[config.mk]
export PLATFORM = sky130hd
export DESIGN_NAME = stf_generator
export DESIGN_NICKNAME = d
export VERILOG_FILES = /design/src/rtl/wavesense_stf_pkg.sv /design/src/rtl/stf_rom.sv /design/src/rtl/stf_generator.sv
export SDC_FILE = /design/constraint.sdc
export NUM_CORES = 1
export LEC_CHECK = 0
export CORE_MARGIN = 2
export CORE_UTILIZATION = 26
export CTS_BUF_LIST = sky130_fd_sc_hd__clkbuf_16
export CTS_CLUSTER_DIAMETER = 30
export DETAILED_ROUTE_END_ITERATION = 10
export MAX_ROUTING_LAYER = met4
export PLACE_DENSITY = 0.51
export SLEW_MARGIN = 20
export SYNTH_ARGS = -nofsm -noshare
export SYNTH_HDL_FRONTEND = slang
export SYNTH_SLANG_ARGS = --single-unit
[constraint.sdc]
create_clock -name clk_in -period 3 [get_ports clk_in]
set_clock_uncertainty 0.05 [all_clocks]
set_input_delay 0.6 -clock clk_in [delete_from_list [all_inputs] [get_ports clk_in]]
set_output_delay 0.6 -clock clk_in [all_outputs]
set_load 0.02 [all_outputs]
[src/rtl/wavesense_stf_pkg.sv]
// Shared constants and types for the 802.11a short training field generator.
package wavesense_stf_pkg;

  localparam int unsigned STF_LEN  = 16;
  localparam int unsigned IDX_W    = 4;
  localparam int unsigned COMP_W   = 16;
  localparam int unsigned SAMPLE_W = 2 * COMP_W;

  // I occupies the upper half of the packed word, Q the lower half.
  typedef struct packed {
    logic signed [COMP_W-1:0] i;
    logic signed [COMP_W-1:0] q;
  } iq_sample_t;

  typedef enum logic [1:0] {
    ST_IDLE = 2'd0,
    ST_RUN  = 2'd1,
    ST_DONE = 2'd2
  } state_t;

  // Short symbol in Q1.15.
  localparam logic signed [COMP_W-1:0] STF_I [STF_LEN] = '{
    16'sd1507, -16'sd4325, -16'sd426,  16'sd4686,
    16'sd3015,  16'sd4686, -16'sd426, -16'sd4325,
    16'sd1507,  16'sd66,   -16'sd2589, -16'sd426,
    16'sd0,    -16'sd426,  -16'sd2589, 16'sd66
  };

  localparam logic signed [COMP_W-1:0] STF_Q [STF_LEN] = '{
    16'sd1507,  16'sd66,   -16'sd2589, -16'sd426,
    16'sd0,    -16'sd426,  -16'sd2589,  16'sd66,
    16'sd1507, -16'sd4325, -16'sd426,   16'sd4686,
    16'sd3015,  16'sd4686, -16'sd426,  -16'sd4325
  };

endpackage

[src/rtl/stf_rom.sv]
// Short-symbol lookup with a fixed arithmetic gain shift.
//   idx       in   4   sample index within the 16-sample short symbol
//   sample_c  out  32  scaled I/Q sample (combinational)
module stf_rom
  import wavesense_stf_pkg::*;
#(
  parameter int unsigned GAIN_SHIFT = 0
) (
  input  logic [IDX_W-1:0] idx,
  output iq_sample_t       sample_c
);

  // Arithmetic shift keeps the sign; magnitudes stay below 2^13, so no clipping.
  always_comb begin
    sample_c   = '0;
    sample_c.i = STF_I[idx] >>> GAIN_SHIFT;
    sample_c.q = STF_Q[idx] >>> GAIN_SHIFT;
  end

endmodule

[src/rtl/stf_generator.sv]
// Streams NUM_REPS repetitions of the 802.11a short symbol over valid/ready.
//   clk_in, rst_n_in   clock, async active-low reset
//   start_in           starts a burst (IDLE only)
//   abort_in           ends the burst immediately, highest priority
//   sample_out         {I[31:16], Q[15:0]} two's complement
//   sample_out_valid   sample_out holds a sample
//   sample_out_ready   downstream accepts
//   sample_out_last    marks the final sample of the burst
//   busy_out           high in RUN and DONE
//   done_out           one-cycle pulse after the final transfer
module stf_generator
  import wavesense_stf_pkg::*;
#(
  parameter int unsigned NUM_REPS   = 10,
  parameter int unsigned GAIN_SHIFT = 0
) (
  input  logic                clk_in,
  input  logic                rst_n_in,
  input  logic                start_in,
  input  logic                abort_in,
  output logic [SAMPLE_W-1:0] sample_out,
  output logic                sample_out_valid,
  input  logic                sample_out_ready,
  output logic                sample_out_last,
  output logic                busy_out,
  output logic                done_out
);

  localparam logic [IDX_W-1:0] IDX_LAST = IDX_W'(STF_LEN - 1);
  localparam logic [IDX_W-1:0] REP_LAST = IDX_W'(NUM_REPS - 1);

  state_t           state;
  logic [IDX_W-1:0] idx;
  logic [IDX_W-1:0] rep;
  logic [IDX_W-1:0] next_idx_c;
  logic [IDX_W-1:0] next_rep_c;
  logic [IDX_W-1:0] rom_idx_c;
  logic             xfer_c;
  iq_sample_t       rom_sample_c;

  assign xfer_c = sample_out_valid && sample_out_ready;

  // Counter successors; the ROM looks up the sample that will be loaded next.
  always_comb begin
    next_idx_c = idx + IDX_W'(1);
    next_rep_c = (idx == IDX_LAST) ? rep + IDX_W'(1) : rep;
    rom_idx_c  = (state == ST_RUN) ? next_idx_c : '0;
  end

  stf_rom #(
    .GAIN_SHIFT(GAIN_SHIFT)
  ) u_rom (
    .idx      (rom_idx_c),
    .sample_c (rom_sample_c)
  );

  // Burst FSM, counters and output register.
  always_ff @(posedge clk_in or negedge rst_n_in) begin
    if (!rst_n_in) begin
      state            <= ST_IDLE;
      idx              <= '0;
      rep              <= '0;
      sample_out       <= '0;
      sample_out_valid <= 1'b0;
      sample_out_last  <= 1'b0;
      busy_out         <= 1'b0;
      done_out         <= 1'b0;
    end else if (abort_in) begin
      state            <= ST_IDLE;
      idx              <= '0;
      rep              <= '0;
      sample_out_valid <= 1'b0;
      sample_out_last  <= 1'b0;
      busy_out         <= 1'b0;
      done_out         <= 1'b0;
    end else begin
      case (state)
        ST_IDLE: begin
          done_out <= 1'b0;
          if (start_in) begin
            state            <= ST_RUN;
            idx              <= '0;
            rep              <= '0;
            sample_out       <= rom_sample_c;
            sample_out_valid <= 1'b1;
            sample_out_last  <= 1'b0;
            busy_out         <= 1'b1;
          end
        end
        ST_RUN: begin
          if (xfer_c) begin
            if (sample_out_last) begin
              state            <= ST_DONE;
              idx              <= '0;
              rep              <= '0;
              sample_out_valid <= 1'b0;
              sample_out_last  <= 1'b0;
              done_out         <= 1'b1;
            end else begin
              idx             <= next_idx_c;
              rep             <= next_rep_c;
              sample_out      <= rom_sample_c;
              sample_out_last <= (next_idx_c == IDX_LAST) && (next_rep_c == REP_LAST);
            end
          end
        end
        ST_DONE: begin
          state    <= ST_IDLE;
          done_out <= 1'b0;
          busy_out <= 1'b0;
        end
        default: begin
          state            <= ST_IDLE;
          sample_out_valid <= 1'b0;
          sample_out_last  <= 1'b0;
          busy_out         <= 1'b0;
          done_out         <= 1'b0;
        end
      endcase
    end
  end

endmodule
==> summary.txt <==
Placed Area -> 2660 µm²
CP Max Fanout -> 6
chip width -> 96.3 µm
Max-cap violations -> 0
CTS tree -> yes
pin count of the biggest net entering global routing -> 40
crit share post-route -> 0.827
PD cells -> 567 nW/µm²
post-route ant nets -> 0
I/O pin count -> 41
postcts setup bufs -> 0
worst-case reg-to-reg path depth -> 9
CTS Hold Bufs -> 0
clock buffer depth -> 2
Sink Count -> 39
top cells by area, synth -> dfrtp_1 44%, nand2_1 5.8%, ha_1 5.6%
total track usage -> 0.124
Slew Viols, Final -> 0
post-route setup TNS -> 0 ps
first-pass GRT wire length -> 8750 µm
maximum VDD drop -> 191 µV
DR pass1 iterations -> 4
Post-synth EDFFs -> 0
worst skew pair latency -> 280 ps
cell count after synthesis -> 239
Mapped Nets -> 254
Hold/Removal Path Class -> in2async
area leader, netlist -> dfrtp_1
register bit total from synthesis -> 39
dpl hpwl -> 3820 µm
critical path type -> reg2reg
outcome -> finished, final reports clean
Tmin final -> 2480 ps
total global routing overflow -> 0
core area -> 8220 µm²
post-synthesis sequential area ratio -> 0.441
Max-slew headroom -> 0.417
cell row count -> 33
Critical Path RT -> 3080 ps
critical path arrival -> 2560 ps
CTS Root Cell -> clkbuf_16
Synthesis Warnings -> 0
routed length per instance -> 13.8 µm
initial antenna violation count -> 0
Yosys cell types -> 44
syn_area_per_cell -> 9.27 µm²
Final Hold Vio Count -> 0
Worst-Margin Slew -> 874 ps
gpl congestion -> 0.805
cts repair resizes -> 0
top cell type's share of synthesized area -> 0.441
DRT Wirelength -> 5200 µm
vias in the first global route -> 1800
vias -> 1818
synthesized cell area -> 2210 µm²
initial core utilization -> 0.270
Die Y -> 96.3 µm
Final setup violation count -> 0
Syn-to-layout area delta -> 27.6%
DRT iter0 DRCs -> 76
RSZ-0062 raised after global routing -> false
die area -> 9270 µm²
post-synthesis async set-or-reset flop share -> 1.00
input/output buffers -> 40
layout cells sized above 1 -> 0.0772
nets -> 286
vias per cell -> 4.82
P_leak -> 1.20 nW
total CTS buffers -> 5
top_reg_cell synth -> dfrtp_1
design area -> 2830 µm²
clock slew at reported path FFs -> 60 ps
# DRC -> 0
# diodes -> 0
H-tree levels -> 2
CP Capture Type -> flip-flop
Max Clk Rate -> 403 MHz
startpoint type of the worst setup path -> flip-flop
-- cells by family (layout without fill, tap and decap cells) --
group	after synthesis	after routing	synth area share
fa+ha+maj	10	10	0.0565
xor+xnor	5	5	0.0198
compound gates	60	60	0.182
mux	5	5	0.0237
buf+inv	28	61	0.0734
flops	39	39	0.441
simple gates	92	92	0.204
-- Yosys cell counts, types with 2 or more instances --
cell type / count
a211oi_1: 2
a21boi_0: 2
a21o_1: 2
a21oi_1: 8
a22o_1: 2
a31oi_1: 12
and3_1: 3
buf_2: 7
buf_4: 9
buf_6: 2
clkbuf_1: 5
dfrtp_1: 39
ha_1: 10
inv_1: 5
mux2_2: 2
mux2i_1: 3
nand2_1: 34
nand3_1: 15
nand4_1: 3
nor2_1: 14
nor2b_1: 3
nor3_1: 5
nor3b_1: 6
o21ai_0: 15
o221ai_1: 4
o22ai_1: 3
o31ai_1: 3
or3_1: 2
xor2_1: 4
-- worst max-delay path, cell delays in order (launching register included) --
cell	delay (ps)
dfrtp_1	430
inv_1	70
ha_1	350
nor3b_1	210
buf_4	170
inv_1	90
ha_1	180
and3_1	170
o21ai_0	410
o221ai_1	210
-- cells in the final DEF, fill, tap and decap left out, types with 3 or more instances in the layout --
cell type        netlist  layout
dfrtp_1               39      39
clkdlybuf4s50_1        0      39
nand2_1               34      34
o21ai_0               15      15
nand3_1               15      15
nor2_1                14      14
a31oi_1               12      12
ha_1                  10      10
a21oi_1                8       8
buf_4                  9       8
nor3b_1                6       6
inv_1                  5       5
nor3_1                 5       5
clkbuf_16              0       5
xor2_1                 4       4
o221ai_1               4       4
nor2b_1                3       3
and3_1                 3       3
mux2i_1                3       3
nand4_1                3       3
o31ai_1                3       3
o22ai_1                3       3
-- routing by layer --
layer  share of wire  track usage  wire length, µm  up-vias
met5               0            -                0        -
met4          0.0065       0.0282               34        0
met1            0.49        0.165             2540      859
li1                -            -                -      912
met3           0.042       0.0243              217        6
met2            0.46        0.197             2410       41
-- state kept, by name (all words and copies together) (netlist names) --
signal / count
sample_out: 25
rep: 4
state: 2
idx: 4
done_out: 1
sample_out_last: 1
sample_out_valid: 1
busy_out: 1
-- area by class of cell --
type                    instances  area, µm²
fillers                       846       5390
multi-input cells             172       1080
flip-flops and latches         39        976
repair buffers                 48        455
well taps                     105        131
clock buffers                   5        125
clock inverters                 3       43.8
inverters                       5       18.8
-- worst paths after layout --
check | start | to | slack [ps]
worst min-delay path | rst_n_in | sample_out[7] | 380
worst min register to register | sample_out[9] | sample_out[9] | 430
worst max-delay path | idx[0] | sample_out[27] | 520
min in group clk_in | sample_out[9] | sample_out[9] | 430
worst max register to register | idx[0] | sample_out[27] | 520
max in group asynchronous | rst_n_in | idx[3] | 1970
-- report_power, final --
| part | internal, mW | switching (mW) | total [mW] |
|---|---|---|---|
| Sequential | 0.582 | 0.0407 | 0.623 |
| Combinational | 0.174 | 0.204 | 0.378 |
| Clock | 0.392 | 0.210 | 0.602 |
| Total | 1.15 | 0.454 | 1.60 |
-- through the flow --
step | util | power [mW] | std cells | hold WS (ps) | worst slack, ps
after detailed placement | 0.323 | 1.02 | 369 | 424 | 476
final | 0.344 | 1.60 | 377 | 383 | 518
after global routing | 0.344 | 1.69 | 377 | 464 | 376
after global placement | 0.323 | 1.01 | 369 | 431 | 536
after floorplan | - | 0.848 | 239 | 254 | 707
after CTS | 0.344 | 1.62 | 377 | 422 | 532
Note: power is estimated with default switching activity, not from simulation.
